===== src/rtl/overflow_pkg.sv =====
// Shared constants, operation encoding and the sign-bit overflow rule
// for the overflow detector slice.
package overflow_pkg;

  localparam int DEFAULT_WIDTH     = 8;
  localparam int DEFAULT_CNT_WIDTH = 8;

  typedef enum logic {
    OP_ADD = 1'b0,
    OP_SUB = 1'b1
  } op_e;

  // Overflow occurs when the operands push the result sign the "wrong" way.
  // For subtraction, B's sign is effectively inverted before the comparison.
  function automatic logic ovf_detect(input logic sa, input logic sb,
                                      input logic sr, input logic op_sub);
    logic operand_signs_ok;
    if (op_e'(op_sub) == OP_SUB) operand_signs_ok = (sa != sb);
    else                         operand_signs_ok = (sa == sb);
    return operand_signs_ok && (sr != sa);
  endfunction

endpackage


===== src/rtl/overflow_status_counter.sv =====
// Sticky overflow flag plus saturating event counter. A clear discards
// the old history but still records an event arriving on the same edge.
module overflow_status_counter #(
  parameter int CNT_WIDTH = 8
) (
  input  logic                 clk,
  input  logic                 rst,
  input  logic                 clr,
  input  logic                 ovf_event,
  output logic                 sticky,
  output logic [CNT_WIDTH-1:0] count
);

  always_ff @(posedge clk) begin
    if (rst) begin
      sticky <= 1'b0;
      count  <= '0;
    end else if (clr) begin
      sticky <= ovf_event;
      count  <= CNT_WIDTH'(ovf_event);
    end else if (ovf_event) begin
      sticky <= 1'b1;
      if (count != '1) count <= count + CNT_WIDTH'(1);
    end
  end

endmodule


===== src/rtl/overflow_detector.sv =====
// Registered two's-complement overflow detector: judges overflow from the
// sign bits of A, B and the ALU result and keeps sticky/count status.
module overflow_detector
  import overflow_pkg::*;
#(
  parameter int WIDTH     = DEFAULT_WIDTH,
  parameter int CNT_WIDTH = DEFAULT_CNT_WIDTH
) (
  input  logic                 clk,
  input  logic                 rst,
  input  logic                 in_valid,
  input  logic                 op_sub,
  input  logic [WIDTH-1:0]     a,
  input  logic [WIDTH-1:0]     b,
  input  logic [WIDTH-1:0]     result,
  input  logic                 clr_status,
  output logic                 out_valid,
  output logic                 overflow_flag,
  output logic                 sticky_overflow,
  output logic [CNT_WIDTH-1:0] overflow_count
);

  logic ovf_event;
  logic unused_low_bits;

  // Gating with in_valid keeps undriven operands from reaching any output.
  assign ovf_event = in_valid &&
                     ovf_detect(a[WIDTH-1], b[WIDTH-1], result[WIDTH-1], op_sub);

  assign unused_low_bits = ^{a[WIDTH-2:0], b[WIDTH-2:0], result[WIDTH-2:0]};

  always_ff @(posedge clk) begin
    if (rst) begin
      out_valid     <= 1'b0;
      overflow_flag <= 1'b0;
    end else begin
      out_valid     <= in_valid;
      overflow_flag <= ovf_event;
    end
  end

  overflow_status_counter #(
    .CNT_WIDTH (CNT_WIDTH)
  ) u_status (
    .clk       (clk),
    .rst       (rst),
    .clr       (clr_status),
    .ovf_event (ovf_event),
    .sticky    (sticky_overflow),
    .count     (overflow_count)
  );

endmodule


===== config.mk =====
export PLATFORM = sky130hd
export DESIGN_NAME = overflow_detector
export DESIGN_NICKNAME = d
export VERILOG_FILES = /design/src/rtl/overflow_pkg.sv /design/src/rtl/overflow_status_counter.sv /design/src/rtl/overflow_detector.sv
export SDC_FILE = /design/constraint.sdc
export NUM_CORES = 1
export LEC_CHECK = 0
export ABC_AREA = 0
export CAP_MARGIN = 20
export CORE_MARGIN = 5
export CORE_UTILIZATION = 29
export CTS_CLUSTER_SIZE = 30
export DETAILED_ROUTE_END_ITERATION = 10
export PLACE_DENSITY = 0.69
export SYNTH_ARGS = -nofsm -noshare
export SYNTH_HDL_FRONTEND = slang
export SYNTH_SLANG_ARGS = --single-unit

===== constraint.sdc =====
create_clock -name clk -period 2.7 [get_ports clk]
set_input_delay 0.54 -clock clk [delete_from_list [all_inputs] [get_ports clk]]
set_output_delay 0.54 -clock clk [all_outputs]
set_load 0.02 [all_outputs]

After elaboration in Yosys (flattened, before gate mapping)
Cells that the tools add are included.

Bits in registers: 11. Logic and storage cells: 23. Output and inout port bits: 11. Input port bits: 29.

Reductions and logical operators: 7. Equality and inequality tests: 4. Multiplexer cells: 6. Add/subtract/negate cells: 1.

Operators by type and width (count): 8-bit by 1-bit adder with 8-bit output, second input constant (1); 8-bit != test, second input constant (1); 1-bit two-way mux (6); 2-bit AND reduction (2); 2-bit nonzero test (2); 1-bit logical AND (2); 1-bit != test (2); 2-bit OR reduction (1); 1-bit equality test (1).

Longest topological paths before layout
Gate-level depths: netlist of the first run.

Depth after elaboration: 6. Depth in mapped cells: 5.

Modules after synthesis
From an unflattened synthesis of the first run, not the netlist that was laid out.

Cells, all modules: 61. Area total of the unflattened synthesis: 580.6 µm².

By module, submodules not included: overflow_status_counter (area an instance 464.2 µm², cells an instance 51, seq. area each 180.2 µm², times used 1); overflow_detector (area an instance 116.4 µm², cells an instance 10, seq. area each 40.0 µm², times used 1).

Worst setup path after synthesis of the first run
Ideal clock, no wire load.

Kind: register to register. From: reg u_status.count[0]. To: reg u_status.count[7]. Data arrival time: 1.679 ns. Path buffers: 0. Cell stages (with the launch flop): 6. Slack: 0.951 ns. Data required time: 2.630 ns. Path through: dfxtp_1 ha_1 and4_1 nor3_1 or4b_1 a21oi_1.

Longest elaborated chain between the ends: 2. Elaborated cells between the ends (all ways): 3.

Ends and longest elaborated chain: from (decl) (line overflow_status_counter.sv:11) `output logic [CNT_WIDTH-1:0] count`; from (signal assigned) (line overflow_status_counter.sv:20) `count <= CNT_WIDTH'(ovf_event);`; from (signal assigned) (line overflow_status_counter.sv:23) `if (count != '1) count <= count + CNT_WIDTH'(1);`; parallel branches: the longest is 2 deep, another holds 8-bit by 1-bit adder with 8-bit output.

Several ways; the timed one is not identified. A chain may end at the register's enable or synchronous reset.

Worst setup path in the final report of the first run
From: in b[7]. To: reg u_status.count[6].

Longest elaborated chain between the ends: 5. Elaborated cells between the ends (all ways): 6.

Ends and longest elaborated chain: from (decl) (line overflow_detector.sv:14) `input logic [WIDTH-1:0] b,`; 1-bit equality test / 1-bit != test (equally long branches) (line overflow_pkg.sv:19, overflow_pkg.sv:18); 1-bit two-way mux * (line overflow_pkg.sv:18) `if (op_e'(op_sub) == OP_SUB) operand_signs_ok = (sa != sb);`; 1-bit logical AND * (line overflow_pkg.sv:20) `return operand_signs_ok && (sr != sa);`; 1-bit logical AND * (line overflow_detector.sv:27) `assign ovf_event = in_valid &&`; 2-bit AND reduction (no source line) *.

Every way passes the cells marked *; elsewhere a longest branch is shown, timed or not.

==> results of run 1 <==
worst max-delay path, cell delays in order:
cell,delay [ns]
clkdlybuf4s50_1,0.44
xnor2_2,0.21
mux2i_1,0.10
buf_4,0.17
or4_1,0.50
a21oi_1,0.15
area by class of cell:
cell class	instances	area, µm²	share of cell area, %
Clock buffer	4	26.28	3.312
Multi-Input combinational cell	49	327.8	41.32
Sequential cell	11	220.2	27.76
Tap cell	25	31.28	3.943
Timing Repair Buffer	19	187.7	23.66
synth_stat cells, drive strengths merged:
cell    count
and3        1
ha          1
or2         1
o41ai       1
nor2        4
nand2       6
a311oi      1
nand4       1
and3b       2
a21oi       5
nor4        1
o21a        1
o21ai       4
a21o        1
a41oi       1
or4         1
nand4b      1
o211ai      1
nor2b       2
dfxtp      11
or4b        1
nand3       2
nor3        1
o31a        1
buf         1
o311ai      1
mux2i       1
o31ai       2
and4        1
xnor2       1
nand3b      1
mux2        1
path summary, 6_finish.rpt:
kind                                       start  depth (start not counted)                             end
setup reg to reg  u_status.count[0]$_SDFFE_PP0P_                          5  u_status.count[7]$_SDFFE_PP0P_
hold / removal      u_status.sticky$_SDFFE_PP0P_                          1    u_status.sticky$_SDFFE_PP0P_
hold reg to reg     u_status.sticky$_SDFFE_PP0P_                          1    u_status.sticky$_SDFFE_PP0P_
setup / recovery                            b[7]                          6  u_status.count[6]$_SDFFE_PP0P_
cell families after synthesis:
kind of cell | share of synthesized area, %
flops | 39.37
xor+xnor | 2.909
buf+inv | 2.013
fa+ha+maj | 2.237
simple gates | 26.85
compound gates | 22.82
mux | 3.803
registers in the layout, indices dropped and copies added (netlist names):
name / count
out_valid: 1
overflow_flag: 1
u_status.count: 8
u_status.sticky: 1
per-stage QoR:
stage	instance area [µm²]	util (%)	setup WS, ns
floorplan	559.3	-	0.9511
global placement	767.0	43.02	0.5476
detailed placement	767.0	43.02	0.5163
CTS	793.3	44.49	0.7994
global route	793.3	44.49	0.6724
finish	793.3	44.49	0.8003
where the power goes:
group	switching, mW	leakage (nW)	internal, mW
Sequential	0.00189	0.0891	0.165
Clock	0.0528	0.0150	0.0571
Combinational	0.0181	0.174	0.0225
per-layer routing:
metal / up-vias / track usage [%] / routed length, µm
met1: 253 / 11.42 / 538
met4: 0 / 5.106 / 19
met5: - / 0 / 0
li1: 282 / - / -
met2: 11 / 14.31 / 612
met3: 4 / 3.324 / 60
==> qor.txt, run 1 <==
status = complete, no violations
RSZ-0062 raised after global routing = no
worst skew pair latency = 0.26 ns
CTS Hold Bufs = 0
DRT Pass-1 Iters = 4
CTS sink count = 11
number of global-route vias before repair = 479
CP Capture Type = flip-flop
first-pass GRT wire length = 1987 µm
Cells after DPL = 104
fraction of layout cells with a size suffix above 1 = 9.639%
Worst-Margin Slew = 0.3434 ns
initial antenna violation count = 0
clock root buffer = clkbuf_4
vias per cell = 5.093
TritonCTS buffer count = 3
number of port buffers = 18
area of the die = 2907 µm²
max_cap viols = 0
Core Region = 1783 µm²
leading area contributor after synthesis = dfxtp_1
most common cell after layout, fill and taps aside = clkdlybuf4s50_1
Total Power = 0.3176 mW
number of top-level pins = 40
Wirelength per Cell = 11.40 µm
cell row count = 15
count of final hold-check violations = 0
Slew Viols, Final = 0
Synth area leaders = dfxtp_1 39%, a21oi_1 4.5%, nand2_1 4.0%
synth unique cells = 32
height of the die = 53.92 µm
half-perimeter wire length after placement = 975.8 µm
Initial Utilization = 31.37%
synthesis warning total = 0
syn_area_per_cell = 9.169 µm²
diodes inserted = 0
clk slew on worst S/H paths = 0.07 ns
FF-to-FF setup slack = 0.89 ns
setup TNS = 0 ns
Antenna Violating Nets Remaining = 0
total track usage = 9.404%
CTS tree = yes
final wirelength = 1231 µm
most frequent cells in the layout = 18 x clkdlybuf4s50_1, 11 x dfxtp_1, 6 x nand2_1, 5 x a21oi_1
Max H-tree Level = 1
Hold WS = 0.4621 ns
Synth Net Count = 91
Final setup viols = 0
period utilisation layout = 70.36%
final period demand of the worst path = 1.900 ns
Yosys reg bits = 11
NumNets Final = 114
worst path required time = 2.90 ns
Starting DRT DRC Count = 12
Fmax = 526.4 MHz
post-CTS sizing = 0
Crit Path Category = in -> reg
PD cells = 400.4 nW/µm²
Layout Skew = 0.0008970 ns
LEAKAGE = 0.2779 nW
Cells after Synth = 61
via count = 550
DRC Markers = 0
startpoint type of the worst setup path = input pin
setup bufs post-CTS = 0
grt ovf = 0
Placer Congestion = 0.8265
Slew Limit Headroom = 77.02%
post-synthesis sequential area ratio = 39.37%
die width = 53.92 µm
Layout fillers = 190
hold crit path type = reg -> reg
Non-Filler Instances = 108
worst-path fanout max = 11
top-area cell type share of the netlist area = 39.37%
pin count of the biggest net entering global routing = 12
Max Root-Sink Buffers = 2
synthesized cell area = 559.3 µm²
Syn-to-layout area delta = 41.83%
worst vdd ir = 0.0002052 V
Worst EP arrival = 2.10 ns
No activity file was read; power rests on OpenSTA's default activity.
==> run 2, diff against run 1 <==
clock period = 1.8 ns   (was 2.7 ns; I/O delays follow)
==> run 2 against run 1 <==
- sequential power is 50% higher
- hold slack worse by 0.0013 ns
- cell count is 4.6% higher
- non-clock buffer count is 5 higher
- via count is 3.1% higher
- flip-flop and latch count stayed put
- count of clock-buffer cells in the layout stayed put
- global-route usage is 1.6 points higher
==> qor.txt, run 2 (same netlist as run 1, synthesis figures left out) <==
period utilisation layout = 97.48%
Max Root-Sink Buffers = 2
max_cap viols = 0
CP max-delay cell = or4_1
Syn-to-layout area delta = 49.22%
via count = 567
number of top-level pins = 40
Starting DRT DRC Count = 7
placed standard-cell area = 797.0 µm²
number of global-route vias before repair = 533
first-pass GRT wire length = 2277 µm
Crit path buffers/inverters = 2
startpoint type of the worst setup path = input pin
most common cell after layout, fill and taps aside = clkdlybuf4s50_1
final period demand of the worst path = 1.755 ns
number of port buffers = 18
Worst-Margin Slew = 0.3587 ns
Most flops, register = u_status.count
pin count of the biggest net entering global routing = 12
CTS tree = yes
hold crit path type = reg -> reg
Slew Viols, Final = 0
cell row count = 15
final wirelength = 1469 µm
max FFs per register = 8
Antenna Violating Nets Remaining = 0
Slew Limit Headroom = 76.00%
Placer Congestion = 0.8468
worst-path fanout max = 9
Core Region = 1783 µm²
Initial Utilization = 31.37%
R2R Path Start = u_status.count[1]$_SDFFE_PP0P_
height of the die = 53.92 µm
count of final hold-check violations = 0
DRC Markers = 0
Worst Hold Launch = u_status.sticky$_SDFFE_PP0P_
worst skew pair latency = 0.27 ns
grt ovf = 0
Final setup viols = 0
critical path cell sequence = clkdlybuf4s50_1, and3b_1, mux2i_1, buf_4, or4_1, a21oi_2
Worst Setup SP = in_valid
Crit path largest cell delay = 0.53 ns
status = complete, no violations
Max H-tree Level = 1
clock root buffer = clkbuf_4
clk slew on worst S/H paths = 0.07 ns
CTS sink count = 11
DRT Pass-1 Iters = 4
diodes inserted = 0
LEAKAGE = 0.3031 nW
area of the die = 2907 µm²
initial antenna violation count = 0
Worst EP arrival = 1.96 ns
Multi-input gate area = 331.6 µm²
Fmax = 569.9 MHz
NumNets Final = 119
Hold WS = 0.4608 ns
Crit Path Category = in -> reg
fraction of layout cells with a size suffix above 1 = 15.91%
Wirelength per Cell = 13.00 µm
delay-heaviest family, CP = simple AND/OR/NAND/NOR gates
CTS Hold Bufs = 0
PD cells = 587.6 nW/µm²
Layout fillers = 185
die width = 53.92 µm
vias per cell = 5.018
Layout Skew = 0.002135 ns
most frequent cells in the layout = 18 x clkdlybuf4s50_1, 11 x dfxtp_1, 6 x nand2_1, 6 x buf_4
fin area = 834.6 µm²
worst path required time = 2.01 ns
worst vdd ir = 0.0002852 V
register area = 220.2 µm²
CP Capture Type = flip-flop
half-perimeter wire length after placement = 1112 µm
total track usage = 11.00%
TritonCTS buffer count = 3
==> run 2: cell count changes in the layout (fill, tap and decap cells not counted), sizes merged <==
cell / previous run / this run
buf: 1 / 6
==> run 2: layer usage <==
metal | vias to the layer above | routed length (µm) | GRT usage (%)
li1 | 294 | - | -
met1 | 261 | 630 | 11.90
met2 | 10 | 771 | 19.35
met3 | 2 | 52 | 2.770
met4 | 0 | 14 | 5.957
met5 | - | 0 | 0
==> run 2: final cells by class <==
class	instances	share of cell area, %
Multi-Input combinational cell	49	39.73
Timing Repair Buffer	24	26.99
Sequential cell	11	26.39
Tap cell	25	3.748
Clock buffer	4	3.148
==> run 2: worst paths after layout <==
path	end	slack, ns	cells past startpoint
worst max-delay path	u_status.count[6]$_SDFFE_PP0P_	0.05	6
worst max register to register	u_status.count[7]$_SDFFE_PP0P_	0.12	5
worst min register to register	u_status.sticky$_SDFFE_PP0P_	0.46	1
worst min-delay path	u_status.sticky$_SDFFE_PP0P_	0.46	1
==> run 2: power by group <==
part / internal (mW) / leakage [nW] / switching (mW) / total [mW]
logic: 0.0410 / 0.199 / 0.0321 / 0.0731
clock network: 0.0857 / 0.0150 / 0.0819 / 0.168
registers: 0.248 / 0.0891 / 0.00196 / 0.250
==> run 2: stage by stage <==
stage	TNS [ns]	worst slack (ns)	power [mW]	std cells	util, %
floorplan	0	0.05110	0.2864	61	-
CTS	0	0.04999	0.4989	112	46.18
global placement	-0.6128	-0.1614	0.3242	108	44.70
global route	-0.01088	-0.01088	0.5178	113	46.81
detailed placement	-0.9869	-0.2348	0.3260	108	44.70
finish	0	0.04531	0.4903	113	46.81
==> run 2: timing repair <==
| item | 4_1_cts | 5_1_grt |
|---|---|---|
| gates resized for setup | 0 | 1 |
| setup endpoints to repair | 0 | 1 |
| setup buffers | 0 | 1 |
